[src/rtl/dbnc_sched.sv]
// rtl/dbnc_sched.sv - round-robin scheduler sharing one debounce timer among N buttons
// Serves one mismatching channel per timer period and commits it only if it persists.
module dbnc_sched #(
  parameter int N    = 4,
  parameter int SELW = $clog2(N)
) (
  input  logic            clk_i,
  input  logic            rst_i,
  input  logic [N-1:0]    btn_i,
  input  logic            times_up_i,
  output logic            strt_o,
  output logic [N-1:0]    btn_db_o,
  output logic [N-1:0]    press_o,
  output logic [N-1:0]    release_o,
  output logic            busy_o,
  output logic [SELW-1:0] sel_o
);

  typedef enum logic [2:0] {IDLE, START, WAIT, SAMPLE, RECOVER} state_e;

  state_e          state_q, state_d;
  logic [N-1:0]    sync1_q, bs_q, btn_db_q, press_q, release_q, mm;
  logic [SELW-1:0] sel_q, sel_d, ptr_q, ptr_d, win_idx;
  logic [SELW:0]   probe;
  logic            win_found, strt_q, busy_q, chg;

  assign mm  = bs_q ^ btn_db_q;
  assign chg = bs_q[sel_q] != btn_db_q[sel_q];

  // Wrapped search starting at ptr; the extra probe bit keeps ptr+k from overflowing.
  always_comb begin
    win_found = 1'b0;
    win_idx   = '0;
    probe     = '0;
    for (int k = 0; k < N; k++) begin
      probe = {1'b0, ptr_q} + (SELW+1)'(k);
      if (probe >= (SELW+1)'(N)) probe = probe - (SELW+1)'(N);
      if (!win_found && mm[probe[SELW-1:0]]) begin
        win_found = 1'b1;
        win_idx   = probe[SELW-1:0];
      end
    end
  end

  always_comb begin
    state_d = state_q;
    sel_d   = sel_q;
    ptr_d   = ptr_q;
    unique case (state_q)
      IDLE: begin
        // A timer still showing expiry has not reloaded yet; starting it now would be lost.
        if (!times_up_i && win_found) begin
          sel_d   = win_idx;
          state_d = START;
        end
      end
      START:   state_d = WAIT;
      WAIT:    if (times_up_i) state_d = SAMPLE;
      SAMPLE: begin
        ptr_d   = (sel_q == SELW'(N-1)) ? '0 : sel_q + 1'b1;
        state_d = RECOVER;
      end
      RECOVER: if (!times_up_i) state_d = IDLE;
      default: state_d = IDLE;
    endcase
  end

  always_ff @(posedge clk_i) begin
    if (rst_i) state_q <= IDLE;
    else       state_q <= state_d;
  end

  always_ff @(posedge clk_i) begin
    if (rst_i) begin
      sync1_q   <= '0;
      bs_q      <= '0;
      btn_db_q  <= '0;
      press_q   <= '0;
      release_q <= '0;
      sel_q     <= '0;
      ptr_q     <= '0;
      strt_q    <= 1'b0;
      busy_q    <= 1'b0;
    end else begin
      sync1_q   <= btn_i;
      bs_q      <= sync1_q;
      sel_q     <= sel_d;
      ptr_q     <= ptr_d;
      strt_q    <= (state_d == START);
      busy_q    <= (state_d != IDLE);
      press_q   <= '0;
      release_q <= '0;
      if (state_q == SAMPLE && chg) begin
        btn_db_q[sel_q]  <= bs_q[sel_q];
        press_q[sel_q]   <= bs_q[sel_q];
        release_q[sel_q] <= ~bs_q[sel_q];
      end
    end
  end

  assign strt_o    = strt_q;
  assign btn_db_o  = btn_db_q;
  assign press_o   = press_q;
  assign release_o = release_q;
  assign busy_o    = busy_q;
  assign sel_o     = sel_q;

endmodule

[config.mk]
export PLATFORM = sky130hd
export DESIGN_NAME = dbnc_sched
export DESIGN_NICKNAME = d
export VERILOG_FILES = /design/src/rtl/dbnc_sched.sv
export SDC_FILE = /design/constraint.sdc
export NUM_CORES = 1
export LEC_CHECK = 0
export BUFFER_PORTS_ARGS = -buffer_cell sky130_fd_sc_hd__buf_2
export CORE_ASPECT_RATIO = 1.2
export CORE_MARGIN = 8
export CORE_UTILIZATION = 39
export DETAILED_ROUTE_END_ITERATION = 8
export PLACE_DENSITY = 0.59
export SLEW_MARGIN = 5
export SYNTH_ARGS = -nofsm -noshare
export SYNTH_HDL_FRONTEND = slang
export SYNTH_SLANG_ARGS = --single-unit
[constraint.sdc]
create_clock -name clk_i -period 2.95 [get_ports clk_i]
set_input_delay 0.295 -clock clk_i [delete_from_list [all_inputs] [get_ports clk_i]]
set_output_delay 0.295 -clock clk_i [all_outputs]
set_load 0.05 [all_outputs]
==> results of run 1 <==
==> metal layers <==
metal | vias up | share of wire (%)
li1 | 471 | -
met1 | 452 | 35
met2 | 20 | 56
met3 | 4 | 7.3
met4 | 0 | 1.7
met5 | - | 0
==> placed cells by master, fill, tap and decap left out, types with 2 or more instances in the layout <==
master      n
dfxtp_1    29
buf_2      22
and2_1      9
nor2b_1     8
nor2_1      7
a21oi_1     6
nand2_1     5
a31oi_1     5
xnor2_1     5
clkbuf_4    5
inv_1       4
a211oi_1    4
nor3_1      4
ha_1        4
o21ai_0     3
mux4_2      2
xor2_1      2
o311ai_0    2
nor4b_1     2
bufinv_16   2
==> cells by family after synthesis <==
| kind of cell | count (synthesis) |
|---|---|
| compound gates | 26 |
| xor+xnor | 7 |
| fa+ha+maj | 4 |
| buf+inv | 9 |
| flops | 29 |
| mux | 2 |
| simple gates | 42 |
==> worst max path at each step <==
stage / startpoint / endpoint / slack [ns] / cells after the start
after global routing: sel_o[0]$_SDFFE_PP0P_ / btn_db_o[1]$_SDFFE_PP0P_ / 1.12 / 4
final: sel_o[0]$_SDFFE_PP0P_ / btn_db_o[0]$_SDFFE_PP0P_ / 1.23 / 4
after global placement: sel_o[0]$_SDFFE_PP0P_ / btn_db_o[0]$_SDFFE_PP0P_ / 1.32 / 4
after detailed placement: sel_o[0]$_SDFFE_PP0P_ / btn_db_o[2]$_SDFFE_PP0P_ / 1.25 / 4
after floorplan: sel_o[0]$_SDFFE_PP0P_ / btn_db_o[0]$_SDFFE_PP0P_ / 1.04 / 4
after CTS: sel_o[0]$_SDFFE_PP0P_ / btn_db_o[0]$_SDFFE_PP0P_ / 1.21 / 4
==> through the flow <==
step           area (um^2)  hold slack (ns)  std cells
6_report              1460            0.179        180
3_3_place_gp          1350            0.424        172
4_1_cts               1460            0.161        180
3_5_place_dp          1350            0.437        172
5_1_grt               1460            0.164        180
2_1_floorplan         1220            0.367        119
==> power breakdown <==
| part | internal [mW] | total, mW | switching, mW | leakage, nW |
|---|---|---|---|---|
| clock network | 0.262 | 0.399 | 0.137 | 0.0552 |
| registers | 0.404 | 0.418 | 0.0138 | 0.236 |
| logic | 0.0308 | 0.0798 | 0.0490 | 0.355 |
==> cell type report <==
| type | instances | area, um^2 |
|---|---|---|
| fill | 321 | 1570 |
| multi-input combinational | 81 | 602 |
| sequential | 29 | 581 |
| timing repair buffer | 22 | 110 |
| clock inverter | 3 | 65.1 |
| tap | 36 | 45.0 |
| clock buffer | 5 | 37.5 |
| inverter | 4 | 15.0 |
==> worst max-delay path, cell delays in order (launching register included) <==
cell and delay [ns]:
dfxtp_1 0.50, mux4_2 0.55, nand2b_1 0.18, nor2_1 0.25, a211oi_1 0.12
==> flip-flops by register name, summed over array words and instances (netlist names) <==
register,count
btn_db_o,4
busy_o,1
state_q,3
bs_q,4
ptr_q,2
press_o,4
sel_o,2
strt_o,1
release_o,4
sync1_q,4
==> metrics.cfg, run 1 <==
[outcome]
status = complete, no violations

[placement]
globalplace.congestion = 0.806
portBuffers = 22
dp_slack_ns = 1.25
dp_hpwl_um = 1950

[setup_path]
crit_arrival_ns = 1.92
r2r-end = btn_db_o[0]$_SDFFE_PP0P_
start_kind = flop
rrSetupSlack_ns = 1.23
worstSetupEndpointType = flop
reg2reg_depth = 4
critPathKind = reg2reg
rr_startpoint = sel_o[0]$_SDFFE_PP0P_
cp.required_ns = 3.15
crit_path_max_fanout = 7

[run]
max_cap_viol_count = 0

[route]
wl_per_cell_um = 14.4
routed_wl_um = 2590
vias_per_cell = 5.26
vias = 947
drt_drc_violations_left = 0
drtPass1Iterations = 4
antenna_left = 0
drtIter0Drc = 15

[sta]
final-max-slew-violation-count = 0
fin_crit_ns = 1.72
finalWorstSetupSlack_ns = 1.23
fmax_ghz = 0.581
fin_crit_sh_pct = 58.3
finClkSkew_ns = 0.00917
worstMarginPinSlew_ns = 0.460
hold_viol_final = 0
rsz0062_at_grt = false
setup_viol = 0
slew_headroom_pct = 69.1
tns_ns = 0

[logic_synthesis]
synth_xor_area_share_pct = 5.04
yosysTopAreaCellShare_pct = 47.7
synth_top_cell_by_area = dfxtp_1
syn_nets = 130
yosysMostFrequentCell = dfxtp_1
synth_top_family_by_area = simple AND/OR/NAND/NOR gates
avgSynthCellArea_um2 = 10.2
synth_flop_cell = dfxtp_1
mappedNetlistArea_mm2 = 0.00122
ys_ff_latch = 29
ys_warn_count = 0
muxShareOfSynthArea_pct = 3.70
synth_compound_area_share_pct = 14.5
synthAdderAreaFrac_pct = 4.12
synth_common_cells = 29 x dfxtp_1, 9 x and2_1, 8 x nor2b_1, 7 x nor2_1, 6 x a21oi_1
yosysUniqueCellTypes = 32
synthCells = 119
async_reset_ff_share_pct = 0
seq_area_frac_synth_pct = 47.7
synth_edf_count = 0
yosys-top-cells-area = dfxtp_1 48%, and2_1 4.6%, ha_1 4.1%, nor2b_1 4.1%, mux4_2 3.7%
synth-simple-area-share_pct = 22.1

[hold_path]
hold_path_depth = 2
hold_path.class = in2reg
min_from = btn_i[0]
min_to = sync1_q[0]$_SDFF_PP0_

[global_route]
grt-busiest-layer = met2
antenna_found_initial = 0
grt_max_degree = 25
met2_usage_pct = 19.5
use_met3_pct = 4.80
grt_overflow = 0
grt_pass1_vias = 994
grt_pass1_wl_um = 4540
grt_usage_pct = 11.3
met1_usage_pct = 11.2

[pwr]
ir_worst_vdd_v = 0.000364
power_leakage_nw = 0.646
power_density_mw_per_mm2 = 616
finalPower_uw = 897

[cells_and_area]
fin_util_pct = 48.1
num_antenna_cells = 0
syn_to_final_growth_pct = 19.7
fin_nets = 154
drive_above_1_share_pct = 25.0

[clock_network]
insertion_delay_ns = 0.32
clock-sinks = 29
post_cts.repair.setup_buffers = 0
clk_path_buf_depth = 2
clk_pin_slew_ns = 0.10
cts_repair_resize_count = 0
cts_hold_buf = 0
cts_root_buffer = clkbuf_4
htree_levels = 2
cts_tree = built
cts_buffers = 5

[floorplan]
design.die.area_mm2 = 0.00517
die_y_um = 77.2
core-area_mm2 = 0.00303
initial_core_util_pct = 40.2
rows = 22
die_w_um = 67.0
io_pins = 23

Note: power is estimated with default switching activity, not from simulation.
==> inputs of run 2 (changes only) <==
--- a/config.mk
+++ b/config.mk
@@ -10,7 +10,7 @@
 export CORE_MARGIN = 8
 export CORE_UTILIZATION = 39
 export DETAILED_ROUTE_END_ITERATION = 8
-export PLACE_DENSITY = 0.59
+export PLACE_DENSITY = 0.61
 export SLEW_MARGIN = 5
 export SYNTH_ARGS = -nofsm -noshare
 export SYNTH_HDL_FRONTEND = slang
==> constraint.sdc (replaced) <==
create_clock -name clk_i -period 1.54 [get_ports clk_i]
set_input_delay 0.154 -clock clk_i [delete_from_list [all_inputs] [get_ports clk_i]]
set_output_delay 0.154 -clock clk_i [all_outputs]
set_load 0.05 [all_outputs]
==> run 2 against run 1 <==
Against the previous run:
- the run now ends with negative setup slack left
- sequential share of layout area decreased by 0.73 points
- clock-buffer cell count up 2
- clock power grew 33%
- worst hold slack lost 0.15 ns
- total power up 67%
- worst setup slack worse by 1.3 ns
- maximum frequency rose by 9.7%
- sequential cell count stayed put
- cell area grew 3.6%
- utilization up 1.7 points
- first-iteration DRC count rose by 93%
- critical endpoint unchanged
- largest cell class unchanged
==> metrics.cfg, run 2 (synthesized netlist as in run 1, its figures left out) <==
[outcome]
status = complete, but fails checks
violations = negative setup slack

[floorplan]
core-area_mm2 = 0.00303  ; unchanged
rows = 22  ; unchanged
die_w_um = 67.0  ; unchanged
die_y_um = 77.2  ; unchanged
design.die.area_mm2 = 0.00517  ; unchanged
io_pins = 23  ; unchanged
initial_core_util_pct = 40.2  ; unchanged

[sta]
slew_headroom_pct = 68.1  ; -1.0 points
rsz0062_at_grt = true
final-max-slew-violation-count = 0  ; unchanged
worstMarginPinSlew_ns = 0.479  ; +0.0187 ns
fin_crit_sh_pct = 102  ; +44 points
hold_viol_final = 0  ; unchanged
finClkSkew_ns = 0.0199  ; +0.0107 ns
hold_ws_ns = 0.0244  ; -0.155 ns
fin_crit_ns = 1.57  ; -0.152 ns
finalWorstSetupSlack_ns = -0.0290  ; -1.26 ns
tns_ns = -0.0938  ; -0.0938 ns
setup_viol = 5  ; +5
fmax_ghz = 0.637  ; +9.7%

[pwr]
power_density_mw_per_mm2 = 992  ; +61%
ir_worst_vdd_v = 0.000746  ; +110%
power_leakage_nw = 0.667  ; +3.2%

[route]
vias = 988  ; +4.3%
vias_per_cell = 5.37  ; +2.1%
drtPass1Iterations = 4  ; unchanged
drtIter0Drc = 29  ; +14
antenna_left = 0  ; unchanged
drt_drc_violations_left = 0  ; unchanged
routed_wl_um = 2730  ; +5.7%
wl_per_cell_um = 14.9  ; +3.4%

[global_route]
grt_pass1_wl_um = 4630  ; +2.0%
grt_overflow = 0  ; unchanged
antenna_found_initial = 0  ; unchanged
grt_max_degree = 25  ; unchanged
grt_usage_pct = 11.7  ; +0.43 points
grt_pass1_vias = 1002  ; +0.80%

[setup_path]
reg2reg_depth = 5  ; +1
cp_top_family = multiplexers
worstSetupEndpointType = flop
worst_path_largest_cell_delay_ns = 0.55  ; about the same
crit_path_max_fanout = 4  ; -3
critPathKind = reg2reg
cp_num_cells = 5  ; +1
startpoint = sel_o[0]$_SDFFE_PP0P_
cp_cell_sequence = mux4_2 > buf_4 > nand2b_4 > nor2_4 > a211oi_1
cp_num_buf_inv = 1  ; +1
start_kind = flop
cp.required_ns = 1.79  ; -1.36 ns
rrSetupSlack_ns = -0.03  ; -1.26 ns
rr_startpoint = sel_o[0]$_SDFFE_PP0P_
slowest_stage = mux4_2
crit_arrival_ns = 1.82  ; -0.10 ns

[placement]
portBuffers = 22  ; unchanged
globalplace.congestion = 0.772  ; -4.2%
dp_hpwl_um = 2000  ; +2.5%

[cells_and_area]
nFillCells = 300  ; -6.5%
fin_util_pct = 49.8  ; +1.7 points
final_cell_mix = 23 x dfxtp_1, 22 x buf_2, 9 x and2_1, 8 x nor2b_1
seqCellArea_um2 = 591  ; +1.7%
fin_nets = 158  ; +2.6%
multi_input_area_um2 = 647  ; +7.5%
drive_above_1_share_pct = 35.8  ; +11 points
final_common_cell = dfxtp_1
num_antenna_cells = 0  ; unchanged
syn_to_final_growth_pct = 24.0

[clock_network]
htree_levels = 2  ; unchanged
clock-sinks = 29  ; unchanged
cts_buffers = 5  ; unchanged
cts_tree = built
insertion_delay_ns = 0.34  ; +0.02 ns
clk_path_buf_depth = 2  ; unchanged
cts_root_buffer = clkbuf_4
clk_pin_slew_ns = 0.10  ; about the same

[hold_path]
hold_path.class = in2reg
hold_path_depth = 2  ; unchanged
min_from = btn_i[1]

[run]
max_cap_viol_count = 0  ; unchanged

==> run 2: worst paths after layout <==
check                        endpoint
min reg2reg        bs_q[2]$_SDFF_PP0_
max          btn_db_o[0]$_SDFFE_PP0P_
min             sync1_q[1]$_SDFF_PP0_
max reg2reg  btn_db_o[0]$_SDFFE_PP0P_
==> run 2: cell type report <==
cell class	count	share of cell area, %
Multi-Input combinational cell	81	42.9
Sequential cell	29	39.2
Timing Repair Buffer	26	9.29
Clock buffer	7	4.32
Tap cell	36	2.99
Inverter	4	0.996
Clock inverter	1	0.332
==> run 2: power breakdown <==
group,internal [mW],switching (mW)
Sequential,0.773,0.0236
Combinational,0.0671,0.101
Clock,0.264,0.267
==> run 2: worst reg2reg max path, cell delays in order (launching register included) <==
cell	delay, ns
dfxtp_4	0.39
mux4_2	0.55
buf_4	0.17
nand2b_4	0.08
nor2_4	0.05
a211oi_1	0.23
==> run 2: metrics by stage <==
step / power, mW / area, um^2 / instances / setup slack (ns)
6_report: 1.50 / 1510 / 184 / -0.0290
5_1_grt: 1.57 / 1510 / 184 / -0.129
4_1_cts: 1.50 / 1460 / 183 / -0.0158
3_5_place_dp: 0.977 / 1380 / 174 / 0.00106
3_3_place_gp: 0.971 / 1380 / 174 / 0.0345
2_1_floorplan: 0.928 / 1230 / 119 / -0.0260
==> run 2: timing repair <==
| item | in CTS | in global routing |
|---|---|---|
| endpoints found under the setup margin | 12 | 14 |
| gates resized for setup | 0 | 7 |
| hold buffers | 0 | 0 |
| setup buffers | 1 | 1 |
| pin swaps | 1 | 6 |
| gates cloned | 0 | 0 |
==> run 2: metal layers <==
| layer | vias up | routed length, um | GRT usage (%) |
|---|---|---|---|
| met5 | - | 0 | 0 |
| met4 | 0 | 91 | 8.39 |
| met3 | 9 | 171 | 3.92 |
| met2 | 33 | 1440 | 19.6 |
| met1 | 469 | 1030 | 11.5 |
| li1 | 477 | - | - |
==> inputs of run 3 (changes only) <==
--- a/config.mk
+++ b/config.mk
@@ -8,9 +8,9 @@
 export BUFFER_PORTS_ARGS = -buffer_cell sky130_fd_sc_hd__buf_2
 export CORE_ASPECT_RATIO = 1.2
 export CORE_MARGIN = 8
-export CORE_UTILIZATION = 39
+export CORE_UTILIZATION = 40
 export DETAILED_ROUTE_END_ITERATION = 8
-export PLACE_DENSITY = 0.61
+export PLACE_DENSITY = 0.62
 export SLEW_MARGIN = 5
 export SYNTH_ARGS = -nofsm -noshare
 export SYNTH_HDL_FRONTEND = slang
==> run 3 against run 2 <==
Against the previous run:
- the flow still finishes with violations (negative setup slack)
- sequential power is essentially flat
- non-clock buffer count grew 1
- sequential cell count is the same
- cell area grew 1.2%
- wire length grew 1.1%
- worst setup slack gained 0.023 ns
- register-to-register slack gained 0.02 ns
==> metrics.cfg, run 3 (synthesized netlist as in run 1, its figures left out) <==
[setup_path]
worst_path_largest_cell_delay_ns = 0.54  ; about the same
cp.required_ns = 1.83  ; +0.04 ns
crit_arrival_ns = 1.83  ; about the same
rrSetupSlack_ns = -0.006  ; +0.02 ns
start_kind = flop
cp_num_buf_inv = 0  ; -1
rr_startpoint = sel_o[0]$_SDFFE_PP0P_
slowest_stage = mux4_2
crit_path_max_fanout = 5  ; +1
worstSetupEndpointType = flop
reg2reg_depth = 4  ; -1
r2r-end = press_o[3]$_SDFF_PP0_
cp_top_family = simple AND/OR/NAND/NOR gates
cp_cell_sequence = mux4_2 > nor2b_4 > nor3b_4 > and2_4
critPathKind = reg2reg

[placement]
dp_slack_ns = -0.0279  ; -0.0290 ns
dp_hpwl_um = 1980  ; -1.0%
place_area_mm2 = 0.00139  ; +0.54%
portBuffers = 22  ; unchanged
dp_cells = 175  ; +0.57%
globalplace.congestion = 0.785  ; +1.6%

[global_route]
grt_pass1_vias = 1008  ; +0.60%
grt_overflow = 0  ; unchanged
grt_max_degree = 25  ; unchanged
grt_usage_pct = 12.4  ; +0.68 points
antenna_found_initial = 0  ; unchanged
grt_pass1_wl_um = 4750  ; +2.7%

[clock_network]
cts_buffers = 5  ; unchanged
clk_path_buf_depth = 2  ; unchanged
clock-sinks = 29  ; unchanged
insertion_delay_ns = 0.34  ; about the same
htree_levels = 2  ; unchanged
cts_root_buffer = clkbuf_4
cts_tree = built
clk_pin_slew_ns = 0.09  ; about the same

[floorplan]
die_y_um = 76.4  ; -1.0%
core-area_mm2 = 0.00297  ; -1.8%
io_pins = 23  ; unchanged
initial_core_util_pct = 40.9  ; +0.74 points
die_w_um = 66.3  ; -0.96%
rows = 22  ; unchanged
design.die.area_mm2 = 0.00507  ; -1.9%

[pwr]
p_clk_share_pct = 35.7  ; +0.2 points
finalPower_mw = 1.51  ; +0.67%
internal-power_mw = 1.11  ; +0.19%
switching_share_pct = 26.5  ; +0.35 points
ir_worst_vdd_v = 0.000588  ; -21%
power_leakage_nw = 0.675  ; +1.3%
seq_power_share_pct = 52.9  ; -0.4 points
p_switching_uw = 399  ; +2.0%
power_density_mw_per_mm2 = 987  ; -0.49%
pwr-share-comb_pct = 11.4  ; about the same

[route]
drt_drc_violations_left = 0  ; unchanged
vias_per_cell = 5.24  ; -2.4%
drtIter0Drc = 16  ; -45%
routed_wl_um = 2770  ; +1.1%
vias = 970  ; -1.8%
wl_per_cell_um = 14.9  ; +0.59%
antenna_left = 0  ; unchanged
drtPass1Iterations = 4  ; unchanged

[sta]
fmax_ghz = 0.647  ; +1.5%
fin_crit_sh_pct = 100  ; -1.5 points
fin_crit_ns = 1.55  ; -0.0232 ns
final-max-slew-violation-count = 0  ; unchanged
hold_viol_final = 0  ; unchanged
setup_viol = 1  ; -4
finClkSkew_ns = 0.00837  ; -0.0115 ns
rsz0062_at_grt = true
worstMarginPinSlew_ns = 0.498  ; +0.0190 ns
slew_headroom_pct = 66.8  ; -1.3 points
finalWorstSetupSlack_ns = -0.00581  ; +0.0232 ns

[hold_path]
min_from = btn_i[0]
hold_path_depth = 2  ; unchanged
min_to = sync1_q[0]$_SDFF_PP0_
hold_path.class = in2reg

[outcome]
violations = negative setup slack
status = complete, but fails checks

[cells_and_area]
drive_above_1_share_pct = 37.6  ; +1.8 points
syn_to_final_growth_pct = 25.4
fin_cells = 185  ; +0.54%
num_antenna_cells = 0  ; unchanged
fin_util_pct = 51.3  ; +1.5 points
fin_nets = 159  ; +0.63%
design_area_mm2 = 0.00153  ; +1.2%
final_cell_mix = 23 x dfxtp_1, 22 x buf_2, 8 x and2_1, 8 x nor2b_1
final_common_cell = dfxtp_1

[run]
max_cap_viol_count = 0  ; unchanged

==> run 3: per-stage QoR <==
step	TNS (ns)	hold slack [ns]
finish	-0.00581	0.0259
global route	-0.320	0.0272
CTS	-0.00277	0.0279
detailed placement	-0.0320	0.378
global placement	0	0.363
floorplan	-0.159	0.226
==> run 3: worst reg2reg max path, cell delays in order, from the launching register on <==
cell and delay, ns:
dfxtp_4 0.38, mux4_2 0.54, nor2b_4 0.18, nor3b_4 0.23, and2_4 0.17
==> run 3: cell type report <==
class / instances / area (um^2)
Fill cell: 289 / 1450
Multi-Input combinational cell: 81 / 657
Tap cell: 36 / 45.0
Clock buffer: 7 / 65.1
Clock inverter: 1 / 5.00
Timing Repair Buffer: 27 / 148
Sequential cell: 29 / 591
Inverter: 4 / 15.0
==> run 3: worst max-delay path by stage <==
stage,startpoint,to,cells past startpoint
after floorplan,sel_o[0]$_SDFFE_PP0P_,press_o[0]$_SDFF_PP0_,4
after global placement,sel_o[0]$_SDFFE_PP0P_,press_o[3]$_SDFF_PP0_,4
after CTS,sel_o[0]$_SDFFE_PP0P_,press_o[3]$_SDFF_PP0_,4
final,sel_o[0]$_SDFFE_PP0P_,press_o[3]$_SDFF_PP0_,4
after global routing,sel_o[0]$_SDFFE_PP0P_,press_o[3]$_SDFF_PP0_,4
after detailed placement,sel_o[0]$_SDFFE_PP0P_,btn_db_o[1]$_SDFFE_PP0P_,4
==> run 3: per-layer routing <==
| metal | track usage (%) | wire length, um |
|---|---|---|
| met2 | 21.4 | 1490 |
| met1 | 11.9 | 1020 |
| met4 | 7.71 | 72 |
| met3 | 4.26 | 182 |
| met5 | 0 | 0 |
==> run 3: power by group through the flow <==
stage               Clock, mW  Sequential [mW]  Combinational [mW]
floorplan                   0            0.836              0.0920
global placement            0            0.813               0.160
detailed placement          0            0.814               0.164
CTS                     0.549            0.796               0.167
global route            0.579            0.801               0.190
finish                  0.538            0.797               0.171
==> run 3: timing repair <==
item / CTS / global route
pin swaps: 0 / 5
gates resized for setup: 0 / 10
buffers inserted: 1 / 1
hold buffers: 0 / 0
endpoints found under the hold margin: 0 / 0
endpoints found under the setup margin: 6 / 14
